`src/rtl/seq_unsigned_divider.sv`:
```
// Multi-cycle unsigned restoring divider, one quotient bit per clock,
// with start/done handshake, busy indication and divide-by-zero flag.
module seq_unsigned_divider #(
   parameter int WIDTH = 8
) (
   input  logic             clk,
   input  logic             rst,
   input  logic             start,
   input  logic [WIDTH-1:0] dividend,
   input  logic [WIDTH-1:0] divisor,
   output logic             busy,
   output logic             done,
   output logic [WIDTH-1:0] quotient,
   output logic [WIDTH-1:0] remainder,
   output logic             div_by_zero
);

   localparam int CW = $clog2(WIDTH + 1);
   localparam int RW = WIDTH + 1;

   typedef enum logic [1:0] {IDLE, CALC, FINISH} state_t;

   state_t           state_q, state_d;
   logic [CW-1:0]    cnt_q, cnt_d;
   logic [WIDTH-1:0] dvd_q, dvd_d;
   logic [WIDTH-1:0] dvs_q, dvs_d;
   logic [RW-1:0]    rem_q, rem_d;
   logic [WIDTH-1:0] quot_q, quot_d;
   logic [WIDTH-1:0] remo_q, remo_d;
   logic             dbz_q, dbz_d;
   logic             busy_q, busy_d;
   logic             done_q, done_d;

   logic [RW:0]      shifted;
   logic             ge;
   logic [RW-1:0]    step_rem;
   logic [WIDTH-1:0] step_quot;

   // The dividend register shifts out its MSB each step and collects
   // quotient bits at the bottom, so it holds the quotient after WIDTH steps.
   always_comb begin
      shifted   = {rem_q, dvd_q[WIDTH-1]};
      ge        = shifted >= {2'b00, dvs_q};
      step_rem  = RW'(ge ? (shifted - {2'b00, dvs_q}) : shifted);
      step_quot = {dvd_q[WIDTH-2:0], ge};
   end

   always_comb begin
      state_d = state_q;
      cnt_d   = cnt_q;
      dvd_d   = dvd_q;
      dvs_d   = dvs_q;
      rem_d   = rem_q;
      quot_d  = quot_q;
      remo_d  = remo_q;
      dbz_d   = dbz_q;

      case (state_q)
         CALC: begin
            rem_d = step_rem;
            dvd_d = step_quot;
            cnt_d = cnt_q - CW'(1);
            if (cnt_q == CW'(1)) begin
               state_d = FINISH;
               quot_d  = step_quot;
               remo_d  = step_rem[WIDTH-1:0];
               dbz_d   = 1'b0;
            end
         end
         default: begin
            state_d = IDLE;
            if (start) begin
               if (divisor != '0) begin
                  dvd_d   = dividend;
                  dvs_d   = divisor;
                  rem_d   = '0;
                  cnt_d   = CW'(WIDTH);
                  state_d = CALC;
               end else begin
                  quot_d  = '1;
                  remo_d  = '1;
                  dbz_d   = 1'b1;
                  state_d = FINISH;
               end
            end
         end
      endcase

      busy_d = (state_d == CALC);
      done_d = (state_d == FINISH);
   end

   always_ff @(posedge clk) begin
      if (rst) begin
         state_q <= IDLE;
         cnt_q   <= '0;
         dvd_q   <= '0;
         dvs_q   <= '0;
         rem_q   <= '0;
         quot_q  <= '0;
         remo_q  <= '0;
         dbz_q   <= 1'b0;
         busy_q  <= 1'b0;
         done_q  <= 1'b0;
      end else begin
         state_q <= state_d;
         cnt_q   <= cnt_d;
         dvd_q   <= dvd_d;
         dvs_q   <= dvs_d;
         rem_q   <= rem_d;
         quot_q  <= quot_d;
         remo_q  <= remo_d;
         dbz_q   <= dbz_d;
         busy_q  <= busy_d;
         done_q  <= done_d;
      end
   end

   assign busy        = busy_q;
   assign done        = done_q;
   assign quotient    = quot_q;
   assign remainder   = remo_q;
   assign div_by_zero = dbz_q;

endmodule

```
`config.mk`:
```
export PLATFORM = sky130hd
export DESIGN_NAME = seq_unsigned_divider
export DESIGN_NICKNAME = d
export VERILOG_FILES = /design/src/rtl/seq_unsigned_divider.sv
export SDC_FILE = /design/constraint.sdc
export NUM_CORES = 1
export LEC_CHECK = 0
export ABC_AREA = 1
export BUFFER_PORTS_ARGS = -buffer_cell sky130_fd_sc_hd__buf_2
export CAP_MARGIN = 20
export CORE_ASPECT_RATIO = 1.75
export CORE_MARGIN = 2
export CORE_UTILIZATION = 59
export CTS_BUF_LIST = sky130_fd_sc_hd__clkbuf_4
export DETAILED_ROUTE_END_ITERATION = 10
export GPL_ROUTABILITY_DRIVEN = 1
export PLACE_DENSITY = 0.82
export SETUP_SLACK_MARGIN = 0.3
export SYNTH_ARGS = -nofsm -noshare
export SYNTH_HDL_FRONTEND = slang
export SYNTH_SLANG_ARGS = --single-unit
```
`constraint.sdc`:
```
create_clock -name clk -period 2.25 [get_ports clk]
set_clock_uncertainty 0.15 [all_clocks]
set_input_delay 0.45 -clock clk [delete_from_list [all_inputs] [get_ports clk]]
set_output_delay 0.45 -clock clk [all_outputs]
set_load 0.03 [all_outputs]
```
==> results.ini <==
[logic_synthesis]
postSynthCellCount = 343
synth_cell_type_count = 36
yosysWarningCount = 0
synth_top_area_share_pct = 39.16
synth_edf_count = 0
yosysTopAreaCell = dfxtp_1
yosysSeqAreaShare_pct = 39.16
syn_nets = 373
synth_common_cells = nand2_1 (70), inv_1 (59), dfxtp_1 (50)
ys_ff_latch = 50
syn_area_per_cell_sq_um = 7.452
synthTopCellsByArea = dfxtp_1 (39%), nand2_1 (10%), inv_1 (8.7%), a21oi_1 (5.7%), ha_1 (4.9%)
syn_area_sq_um = 2556
synth_most_common_cell = nand2_1
async_reset_ff_share_pct = 0
synth_flop_cell = dfxtp_1

[layout]
layout-drive-gt1-share_pct = 27.55
area_growth_pct = 18.55
diodes = 0
fin_nets = 421
utilization_pct = 73.02
nFillCells = 329

[power_and_ir_drop]
powerDensity_nw_per_um2 = 1088
p_leak_nw = 1.499
comb_power_share_pct = 52.3
p_int_mw = 1.840
p_seq_share_pct = 31.6
p_total_mw = 3.297
p_sw_mw = 1.458
ir_drop_v = 0.0007202
clkPwrFrac_pct = 16.2
switching_share_pct = 44.20

[routing]
totalWireLength_um = 6031
first_pass_iters = 4
drt_first_iter_violations = 58
vias = 2410
drc_errors = 0
wl_per_cell_um = 13.68
ant_nets = 0
drt-vias-per-instance = 5.465

[floorplanning]
floorplan.die.width_um = 53.76
initial_core_util_pct = 61.59
ios = 38
core_sq_um = 4150
dieArea_sq_um = 4896
fp-row-count = 31
die_h_um = 91.08

[timing]
setup_violations = 0
fin_crit_ns = 1.993
timing.final.crit_share_pct = 88.60
relSlewSlack_pct = 77.69
setup_tns_ns = 0
fmax_mhz = 501.6
final_hold_viol_count = 0
tightest_slew_ns = 0.3335
rsz0062_at_grt = yes
drv_slew = 0

[min_path]
hold_class = in -> reg

[outcome]
status = complete, no violations

[clock_network]
hold_buffers = 0
cts_tree = yes
root_buffer = clkbuf_4
cts_max_path_buffers = 2
insertion_delay_ns = 0.38
cts-htree-levels = 2
cts_made_buffers = 5
cts_sinks = 50
path_clk_slew_ns = 0.15

[worst_setup_path]
critPathSlowestCell = ha_2
max_stage_delay_ns = 0.40
required_ns = 2.42
setup.worst_path.class = reg -> reg
r2r_setup_slack_ns = 0.26
path_buf_inv = 2
crit_arrival_ns = 2.16
cp_top_family = simple AND/OR/NAND/NOR gates
cp-start-kind = flip-flop
cp_cell_sequence = ha_2, nand2_2, nor2_4, nand3_4, nand2_4, nor2_4, buf_4, buf_4, a21oi_1
end_kind = flip-flop
crit_path_max_fanout = 4

[global_routing]
grt_overflow = 0
antenna_found_initial = 0
grt_util_met3_pct = 4.112
grt_pass1_wl_um = 9970
grt.busiest_layer = met2
first_global_vias = 2407
use_met2_pct = 48.27
track_usage_pct = 26.93
grt.met1_usage_pct = 26.91
grt_max_degree = 23

[place]
dp_hpwl_um = 4281
place_congestion = 0.8700
io_buffers = 37

[job]
drv_cap = 0

registers in the layout, indices dropped and copies added (netlist names):
register and cells:
rem_q 9, dvd_q 8, dvs_q 8, quotient 8, remainder 8, cnt_q 4, state_q 2, busy 1
div_by_zero 1, done 1
metrics by stage:
step | hold WS, ns | setup slack [ns] | area, sq um | cells
floorplan | 0.2853 | 0.3242 | 2556 | 343
global placement | 0.2965 | 0.1926 | 2795 | 425
detailed placement | 0.3039 | 0.1592 | 2795 | 425
CTS | 0.1759 | 0.2319 | 2945 | 438
global route | 0.1707 | 0.1716 | 3030 | 441
finish | 0.1730 | 0.2566 | 3030 | 441
kinds of logic (layout without fill, tap and decap cells):
family	Yosys count	after routing	share of synthesized area [%]
buffers and inverters	71	119	11.01
AO/OA/AOI/OAI	70	70	16.30
XOR/XNOR	4	4	1.371
adder cells (fa/ha/maj)	11	11	5.678
AND/OR/NAND/NOR	137	138	26.48
flip-flops	50	50	39.16
timing repair:
item | in CTS | in global routing
endpoints found under the hold margin | 0 | 0
pin swaps | 10 | 16
resized for setup | 10 | 15
setup buffers | 4 | 3
cloned | 1 | 0
endpoints found under the setup margin | 17 | 19
power groups by stage:
stage | Combinational (mW) | Sequential [mW] | Clock [mW]
CTS | 1.56 | 1.04 | 0.538
floorplan | 1.15 | 1.06 | 0
global placement | 1.41 | 1.06 | 0
global route | 1.91 | 1.05 | 0.566
detailed placement | 1.42 | 1.06 | 0
finish | 1.72 | 1.04 | 0.533
cells in the final DEF, fill, tap and decap left out, types with 2 or more instances in the layout:
cell	synthesis	final
a21o_1	3	3
a21oi_1	29	25
a21oi_2	2	6
a22oi_1	4	4
a31oi_1	3	3
buf_2	3	37
buf_4	3	13
clkbuf_4	0	5
dfxtp_1	50	48
dfxtp_2	0	2
ha_1	10	7
ha_2	0	2
inv_1	59	57
inv_2	1	2
nand2_1	70	67
nand2_2	12	15
nand3_1	16	11
nand3_2	3	6
nand3_4	1	3
nand4_1	2	2
nor2_1	21	20
nor2_2	1	2
nor2_4	2	3
nor3_1	3	3
o21ai_0	20	20
o221ai_1	7	7
xnor2_1	2	2
xor2_1	2	2
area by class of cell:
cell class / count / area (sq um) / area share, %
Clock inverter: 3 / 43.79 / 1.445
Inverter: 61 / 231.5 / 7.638
Clock buffer: 5 / 37.54 / 1.239
Multi-Input combinational cell: 223 / 1370 / 45.21
Tap cell: 49 / 61.31 / 2.023
Timing Repair Buffer: 50 / 282.8 / 9.331
Sequential cell: 50 / 1003 / 33.11
worst paths after layout:
| check | start | end | cells after the start |
|---|---|---|---|
| setup reg to reg | rem_q[3]$_SDFFE_PP0P_ | quotient[0]$_SDFFE_PP0P_ | 9 |
| hold reg to reg | div_by_zero$_SDFFE_PP0P_ | div_by_zero$_SDFFE_PP0P_ | 2 |
| hold / removal | dividend[4] | dvd_q[4]$_SDFFE_PP0P_ | 3 |
| setup / recovery | rem_q[3]$_SDFFE_PP0P_ | quotient[0]$_SDFFE_PP0P_ | 9 |
worst min-delay path, cell delays in order:
cell and delay, ns:
buf_2 0.10, nand2_1 0.05, a31oi_1 0.07
layer usage:
| metal | share of wire (%) | wire length [um] |
|---|---|---|
| met3 | 3.3 | 199 |
| met2 | 53 | 3212 |
| met4 | 5.5 | 330 |
| met5 | 0 | 0 |
| met1 | 38 | 2288 |
Note: power is estimated with default switching activity, not from simulation.
